[src/rtl/stroke_sequencer_pkg.sv]
// Shared definitions for the stroke sequencer: defaults shared with the
// tracker, the point record and the sequencer state encoding.
package stroke_sequencer_pkg;

  localparam int CW_DEF    = 8;
  localparam int DEPTH_DEF = 4;

  typedef enum logic [1:0] {
    ST_IDLE  = 2'd0,
    ST_ISSUE = 2'd1,
    ST_WAIT  = 2'd2
  } seq_state_t;

  typedef struct packed {
    logic [CW_DEF-1:0] x;
    logic [CW_DEF-1:0] y;
    logic              pen;
  } point_t;

  // Width of a flattened {x, y, pen} point for a given coordinate width.
  function automatic int point_width(input int cw);
    return 2 * cw + 1;
  endfunction

endpackage

[src/rtl/stroke_sequencer_point_fifo.sv]
// Synchronous FIFO for tracked points. Head is valid whenever empty is low;
// pop and push in the same cycle leave the count unchanged.
module point_fifo #(
  parameter int WIDTH = 17,
  parameter int DEPTH = 4
) (
  input  logic             clk,
  input  logic             reset,
  input  logic             push,
  input  logic             pop,
  input  logic [WIDTH-1:0] din,
  output logic             full,
  output logic             empty,
  output logic [WIDTH-1:0] head
);

  localparam int AW    = (DEPTH > 1) ? $clog2(DEPTH) : 1;
  localparam int CNT_W = $clog2(DEPTH + 1);

  logic [WIDTH-1:0] mem [DEPTH];
  logic [AW-1:0]    wr_ptr;
  logic [AW-1:0]    rd_ptr;
  logic [CNT_W-1:0] count;

  assign full  = (count == CNT_W'(DEPTH));
  assign empty = (count == '0);
  assign head  = mem[rd_ptr];

  always_ff @(posedge clk) begin
    if (push) begin
      mem[wr_ptr] <= din;
    end
  end

  // DEPTH is a power of two, so the pointers wrap on natural overflow.
  always_ff @(posedge clk) begin
    if (reset) begin
      wr_ptr <= '0;
      rd_ptr <= '0;
      count  <= '0;
    end else begin
      if (push) begin
        wr_ptr <= wr_ptr + AW'(1);
      end
      if (pop) begin
        rd_ptr <= rd_ptr + AW'(1);
      end
      case ({push, pop})
        2'b10:   count <= count + CNT_W'(1);
        2'b01:   count <= count - CNT_W'(1);
        default: count <= count;
      endcase
    end
  end

endmodule

[src/rtl/stroke_sequencer.sv]
// Turns a stream of pen points into line-engine requests, one at a time,
// with pen-up breaks, duplicate suppression and a hang watchdog.
module stroke_sequencer
  import stroke_sequencer_pkg::*;
#(
  parameter int CW      = CW_DEF,
  parameter int DEPTH   = DEPTH_DEF,
  parameter int TIMEOUT = 600
) (
  input  logic          clk,
  input  logic          reset,
  input  logic          point_valid,
  output logic          point_ready,
  input  logic [CW-1:0] point_x,
  input  logic [CW-1:0] point_y,
  input  logic          point_pen,
  output logic          line_start,
  output logic [CW-1:0] line_x0,
  output logic [CW-1:0] line_y0,
  output logic [CW-1:0] line_x1,
  output logic [CW-1:0] line_y1,
  input  logic          line_done,
  output logic          line_abort,
  output logic          busy,
  output logic          timeout_err,
  output seq_state_t    fsm_state
);

  localparam int PW   = point_width(CW);
  localparam int WD_W = $clog2(TIMEOUT) + 1;
  localparam logic [WD_W-1:0] WD_LIMIT = WD_W'(TIMEOUT - 1);

  seq_state_t state, state_n;

  logic [PW-1:0]   fifo_head;
  logic            fifo_full, fifo_empty;
  logic            push, pop;
  logic [CW-1:0]   head_x, head_y;
  logic            head_pen;

  logic [CW-1:0]   last_x, last_y;
  logic            last_valid;
  logic [WD_W-1:0] wdog;

  logic            load;
  logic [CW-1:0]   nx0, ny0, nx1, ny1;
  logic            clear_last, take_done, abort_now;

  // Handshake: a point transfers on the rising edge where point_valid and
  // point_ready are both high; point_ready depends only on the FIFO count.
  assign point_ready = !fifo_full;
  assign push        = point_valid && point_ready;

  point_fifo #(
    .WIDTH (PW),
    .DEPTH (DEPTH)
  ) u_fifo (
    .clk   (clk),
    .reset (reset),
    .push  (push),
    .pop   (pop),
    .din   ({point_x, point_y, point_pen}),
    .full  (fifo_full),
    .empty (fifo_empty),
    .head  (fifo_head)
  );

  assign head_x   = fifo_head[PW-1 -: CW];
  assign head_y   = fifo_head[CW:1];
  assign head_pen = fifo_head[0];

  assign busy      = (state != ST_IDLE) || !fifo_empty;
  assign fsm_state = state;

  always_comb begin
    state_n    = state;
    pop        = 1'b0;
    load       = 1'b0;
    nx0        = line_x0;
    ny0        = line_y0;
    nx1        = line_x1;
    ny1        = line_y1;
    clear_last = 1'b0;
    take_done  = 1'b0;
    abort_now  = 1'b0;
    case (state)
      ST_IDLE: begin
        if (!fifo_empty) begin
          pop = 1'b1;
          if (!head_pen) begin
            clear_last = 1'b1;
          end else if (!last_valid) begin
            load    = 1'b1;
            nx0     = head_x;
            ny0     = head_y;
            nx1     = head_x;
            ny1     = head_y;
            state_n = ST_ISSUE;
          end else if (head_x != last_x || head_y != last_y) begin
            load    = 1'b1;
            nx0     = last_x;
            ny0     = last_y;
            nx1     = head_x;
            ny1     = head_y;
            state_n = ST_ISSUE;
          end
        end
      end
      ST_ISSUE: state_n = ST_WAIT;
      ST_WAIT: begin
        // A done arriving on the timeout cycle still counts as completion.
        if (line_done) begin
          take_done = 1'b1;
          state_n   = ST_IDLE;
        end else if (wdog == WD_LIMIT) begin
          abort_now = 1'b1;
          state_n   = ST_IDLE;
        end
      end
      default: state_n = ST_IDLE;
    endcase
  end

  always_ff @(posedge clk) begin
    if (reset) begin
      state       <= ST_IDLE;
      line_start  <= 1'b0;
      line_abort  <= 1'b0;
      timeout_err <= 1'b0;
      line_x0     <= '0;
      line_y0     <= '0;
      line_x1     <= '0;
      line_y1     <= '0;
      last_x      <= '0;
      last_y      <= '0;
      last_valid  <= 1'b0;
      wdog        <= '0;
    end else begin
      state       <= state_n;
      line_start  <= (state == ST_ISSUE);
      line_abort  <= abort_now;
      timeout_err <= abort_now;
      if (load) begin
        line_x0 <= nx0;
        line_y0 <= ny0;
        line_x1 <= nx1;
        line_y1 <= ny1;
      end
      if (state == ST_ISSUE) begin
        wdog <= '0;
      end else if (state == ST_WAIT && wdog != '1) begin
        wdog <= wdog + WD_W'(1);
      end
      if (clear_last || abort_now) begin
        last_valid <= 1'b0;
      end else if (take_done) begin
        last_x     <= line_x1;
        last_y     <= line_y1;
        last_valid <= 1'b1;
      end
    end
  end

endmodule

[config.mk]
export PLATFORM = sky130hd
export DESIGN_NAME = stroke_sequencer
export DESIGN_NICKNAME = d
export VERILOG_FILES = /design/src/rtl/stroke_sequencer_pkg.sv /design/src/rtl/stroke_sequencer_point_fifo.sv /design/src/rtl/stroke_sequencer.sv
export SDC_FILE = /design/constraint.sdc
export NUM_CORES = 1
export LEC_CHECK = 0
export CELL_PAD_IN_SITES_DETAIL_PLACEMENT = 1
export CELL_PAD_IN_SITES_GLOBAL_PLACEMENT = 1
export CORE_UTILIZATION = 49
export DETAILED_ROUTE_END_ITERATION = 10
export PLACE_DENSITY = 0.94
export SYNTH_ARGS = -nofsm -noshare
export SYNTH_HDL_FRONTEND = slang
export SYNTH_SLANG_ARGS = --single-unit
[constraint.sdc]
create_clock -name clk -period 6.3 [get_ports clk]
set_input_delay 0.63 -clock clk [delete_from_list [all_inputs] [get_ports clk]]
set_output_delay 0.63 -clock clk [all_outputs]
set_load 0.005 [all_outputs]
## Word-level counts from Yosys, hierarchy flattened

Memory sizes are Yosys's and may differ from the RTL's. A register that Yosys moved wholly into a read port is not among the register bits.
Index checks and enable logic that the tools add are counted.

| cells by class | value |
|---|---|
| add/subtract/negate cells | 5 |
| $mul | 0 |
| divide/modulo/power cells | 0 |
| magnitude comparators | 0 |
| eq/ne operators | 14 |
| shifts and indexed selects | 0 |
| mux-type cells | 35 |
| bitwise logic cells | 2 |
| reductions and logical operators | 16 |

Operators by type and width:

| kind | number |
|---|---|
| 2-to-1 mux 8 bit | 8 |
| 2-to-1 mux 1 bit | 17 |
| 2-to-1 mux 2 bit | 8 |
| inequality test 8 bit | 2 |
| adder 11 x 1 -> 11 bit (second input constant) | 1 |
| == test 11 x 10 -> 1 bit (second input constant) | 1 |
| inequality test 11 bit (second input constant) | 1 |
| inequality test 3 bit (second input constant) | 2 |
| one-hot mux 2 bit (3 select lines) | 1 |
| one-hot mux 3 bit (2 select lines) | 1 |
| AND reduction 5 bit | 1 |
| adder 2 x 1 -> 2 bit (second input constant) | 2 |
| == test 2 x 1 -> 1 bit (second input constant) | 2 |
| == test 2 bit (second input constant) | 2 |
| inequality test 2 bit (second input constant) | 2 |
| AND reduction 4 bit | 1 |
| nonzero test 2 bit | 2 |
| OR reduction 2 bit | 2 |
| adder 3 x 1 -> 3 bit (second input constant) | 1 |
| == test 3 bit (second input constant) | 1 |
| logical NOT 3 bit | 1 |
| logical OR 1 bit | 3 |
| subtractor 3 x 1 -> 3 bit (second input constant) | 1 |
| logical AND 1 bit | 2 |
| other kinds (5) | 7 |

| word-level totals | value |
|---|---|
| bits in registers | 71 |
| bits in latches | 0 |
| memory bits (writable) | 68 |
| ROM bits | 0 |
| bits of input ports | 21 |
| memories kept | 1 |

Memory list:

| name | words | width | rd ports | clocked after Yosys merged registers in | wr ports | line | text |
|---|---|---|---|---|---|---|---|
| u_fifo.mem | 4 | 17 | 1 | 1 | 1 | stroke_sequencer_point_fifo.sv:20 | `logic [WIDTH-1:0] mem [DEPTH];` |

## Depth between registers and ports, before layout

| depth | value |
|---|---|
| depth in word-level cells | 8 |
| gate-level depth with buffers | 11 |
| mapped depth without buffers | 10 |

## By module

Synthesis repeated with hierarchy kept, for this count alone.

| second synthesis, totals | value |
|---|---|
| cells, all modules | 526 |
| area total of the unflattened synthesis | 6223.5 sq um |

By module, submodules not included:

| module | instances | cells each | area an instance (sq um) | sequential area each (sq um) |
|---|---|---|---|---|
| stroke_sequencer | 1 | 390 | 3296.9 | 1281.2 |
| point_fifo | 1 | 136 | 2926.6 | 2222.1 |

## Worst setup path before layout

OpenSTA, ideal clock, no wires.

| path | value |
|---|---|
| path type | reg2reg |
| start | reg with a tool-made name |
| end | reg line_x1[0] |
| setup time | 0.122 ns |
| arrival | 2.332 ns |
| slack | 3.846 ns |
| stages on the path, launching flop included | 10 |
| path buffers | 3 |
| period minus slack after synthesis | 2.454 ns |
| path through | dfxtp_1 > buf_6 > mux4_2 > xor2_1 > or4_4 > or2_1 > buf_6 > buf_6 > a32oi_1 > nand3_1 |

RTL lines:

| what | line | text |
|---|---|---|
| end signal: assignment | stroke_sequencer.sv:146 | `line_x1 <= nx1;` |
| end: declaration | stroke_sequencer.sv:20 | `output logic [CW-1:0] line_x1,` |

==> results.py <==
metrics = {
    "floorplan": {
        "die_area_um2": 13800,
        "rows": 41,
        "core_area_um2": 12800,
        "ios": 60,
        "fp.dieH_um": 117,
        "die_w_um": 117,
        "initial_utilization": 0.510,
    },
    "synth": {
        "synth_ff_type": "dfxtp_1",
        "ys_ff_latch": 141,
        "synth_edf_count": 68,
        "synth_seq_area_share": 0.538,
        "yosysUniqueCellTypes": 46,
        "ys_warn_count": 0,
        "synth_commonest_cells": "73 x dfxtp_1, 71 x nand2_1, 68 x edfxtp_1",
        "synth_nets": 624,
        "async_flop_share": 0,
        "syn_inst": 596,
        "syn_area_per_cell_um2": 10.9,
        "yosysTopAreaCell": "edfxtp_1",
        "synth_top_area_share": 0.313,
        "synthTopCellsByArea": "edfxtp_1 31%, dfxtp_1 22%, mux4_2 5.5%, nand2_1 4.1%, a211oi_1 3.7%",
        "netlist_area_um2": 6520,
        "post-synth-top-count-cell": "dfxtp_1",
    },
    "critical_path": {
        "start_kind": "flip-flop",
        "critical-path-top-delay-family": "simple AND/OR/NAND/NOR gates",
        "slowest_stage": "dfxtp_2",
        "crit_chain": "buf_4 > mux4_2 > xor2_1 > or4_4 > nor2_2 > buf_4 > a21o_1 > a211oi_1",
        "critPathBufInv": 2,
        "rrSetupSlack_ns": 2.19,
        "r2r-end": "line_y0[1]",
        "path_common_cell": "buf_4",
        "critical_path_class": "flip-flop to flip-flop",
        "cpPeakStageDelay_ns": 0.70,
        "worst_ep_arrival_time_ns": 4.38,
        "reg2reg_depth": 8,
        "cp.depth": 8,
        "cp-end-kind": "flip-flop",
        "required_ns": 6.57,
        "path_max_fanout": 25,
    },
    "cts": {
        "numCtsBuffers": 17,
        "cts_max_level": 4,
        "cts_buffer_depth": 2,
        "cts_tree": "built",
        "hold_buffers": 0,
        "cts_num_sinks": 141,
        "cts.repair.resized": 0,
        "clk_latency_ns": 0.43,
        "cts-root-buf": "clkbuf_16",
        "post-cts-setup-buffers": 0,
        "clk_pin_slew_ns": 0.06,
    },
    "placement": {
        "place_inst": 789,
        "gp_congestion": 0.832,
        "portBuffers": 59,
        "post-place-ws_ns": 2.24,
        "dp_hpwl_um": 11100,
    },
    "global_routing": {
        "overflow": 0,
        "grt_pass1_wl_um": 28400,
        "antenna_found_initial": 0,
        "grt_max_degree": 60,
        "grt.total_usage": 0.271,
        "first_global_vias": 5167,
    },
    "finish": {
        "syn2layout_area_growth_pct": 18.8,
        "regArea_um2": 3510,
        "fill_cells": 1288,
        "layout-drive-gt1-share": 0.119,
        "multi_input_area_um2": 2690,
        "stdcell_count": 821,
        "final_net_count": 664,
        "diodes": 0,
    },
    "power_and_ir_drop": {
        "irDropWorstVdd_mv": 0.269,
        "p_seq_frac": 0.387,
        "p_per_area_nw_per_um2": 434,
        "swShare": 0.327,
        "p_clk_frac": 0.308,
        "p_leak_nw": 2.55,
        "combPwrFrac": 0.305,
        "p_int_w": 0.00226,
        "p_sw_w": 0.00110,
    },
    "timing": {
        "finalCriticalPeriod_ns": 4.11,
        "worst_slew_pin_slew_ns": 1.08,
        "hold_violations": 0,
        "setup_slack_ns": 2.19,
        "maxSlewHeadroom": 0.275,
        "fin_skew_ns": 0.0131,
        "maxSlewViolCount": 0,
        "min_period_over_period": 0.652,
        "tns_ns": 0,
        "holdWs_ns": 0.464,
        "finalSetupViolCount": 0,
        "rsz0062_at_grt": "no",
        "fmax_mhz": 243,
    },
    "routing": {
        "route.vias.total": 4935,
        "vias_per_cell": 6.01,
        "post-route-drc-count": 0,
        "dr.first_iter.drc_count": 317,
        "ant_nets": 0,
        "drt-total-wl_um": 17900,
        "wl_per_cell_um": 21.9,
        "firstDrtPassIters": 4,
    },
    "run": {
        "maxCapViolations": 0,
    },
    "min_path": {
        "hold_path_depth": 2,
        "hold_path_end": "line_y0[2]",
        "min-delay-path-class": "flip-flop to flip-flop",
        "hp-start": "line_y0[2]",
    },
    "run_status": {
        "status": "finished clean",
    },
}
-- area by class of cell --
| class | instances | area share |
|---|---|---|
| repair buffers | 66 | 0.0824 |
| multi-input cells | 385 | 0.347 |
| inverters | 25 | 0.0121 |
| flip-flops and latches | 141 | 0.453 |
| well taps | 172 | 0.0278 |
| clock buffers | 22 | 0.0600 |
| clock inverters | 10 | 0.0178 |
-- metal layers --
layer / wire, um / vias to the layer above / GRT usage
met4: 329 / 0 / 0.107
met2: 9320 / 164 / 0.466
met1: 7400 / 2489 / 0.328
met3: 899 / 30 / 0.0623
li1: - / 2252 / -
met5: 0 / - / 0
-- cells by family after synthesis --
family,synth area share
adders and majority gates,0.0146
and+or+nand+nor,0.150
buffers and inverters,0.0513
DFF,0.538
xor gates and xnor gates,0.0336
AOI/OAI and AO/OA,0.105
muxes,0.108
-- power groups by stage --
stage               Sequential (W)  Clock [W]  Combinational [W]
finish                     0.00130    0.00103            0.00103
global route               0.00132    0.00107            0.00111
CTS                        0.00130    0.00104            0.00103
detailed placement         0.00131          0           0.000998
global placement           0.00129          0           0.000948
floorplan                  0.00123          0           0.000667
-- worst max-delay path by stage --
stage | start | endpoint
after detailed placement | flip-flop | line_y0[7]
after CTS | flip-flop | line_y0[1]
after global placement | flip-flop | line_y0[4]
after floorplan | flip-flop | line_x1[0]
final | flip-flop | line_y0[1]
after global routing | flip-flop | line_y0[1]
-- through the flow --
stage | utilization | total power (W) | area [um2]
floorplan | - | 0.00189 | 6520
global placement | 0.559 | 0.00224 | 7140
detailed placement | 0.559 | 0.00231 | 7140
CTS | 0.606 | 0.00337 | 7740
global route | 0.606 | 0.00350 | 7740
finish | 0.606 | 0.00336 | 7740
-- registers in the layout (all words and copies together), names as in the netlist, named ones only --
register and flops:
line_x1 8, u_fifo.rd_ptr 2, wdog 11, last_y 8
line_y0 8, last_valid 1, line_x0 8, last_x 8
u_fifo.count 3, u_fifo.mem 68, u_fifo.wr_ptr 2, line_start 1
fsm_state 2, line_y1 8, timeout_err 1
-- cell usage in the layout (no fill, tap or decap), drive strengths merged, types with 8 or more instances in the layout --
cell type      netlist  layout
dfxtp               73      73
nand2               71      71
edfxtp              68      68
clkdlybuf4s50        0      58
a211oi              32      32
nor2                32      32
a21oi               25      25
o21ai               25      25
inv                 24      25
clkbuf              23      22
nand3               19      19
nand4               19      19
nand2b              18      18
nor3                17      17
mux2                17      17
mux4                16      16
a32oi               16      16
mux2i               15      15
xnor2               13      13
xor2                12      12
buf                 22       8
-- worst reg2reg max path, stage by stage (launching register included) --
cell and delay [ns]:
dfxtp_2 0.70, buf_4 0.42, mux4_2 0.55, xor2_1 0.16, or4_4 0.54, nor2_2 0.52, buf_4 0.36, a21o_1 0.51
a211oi_1 0.19
Power figures use the tool's default switching activity.
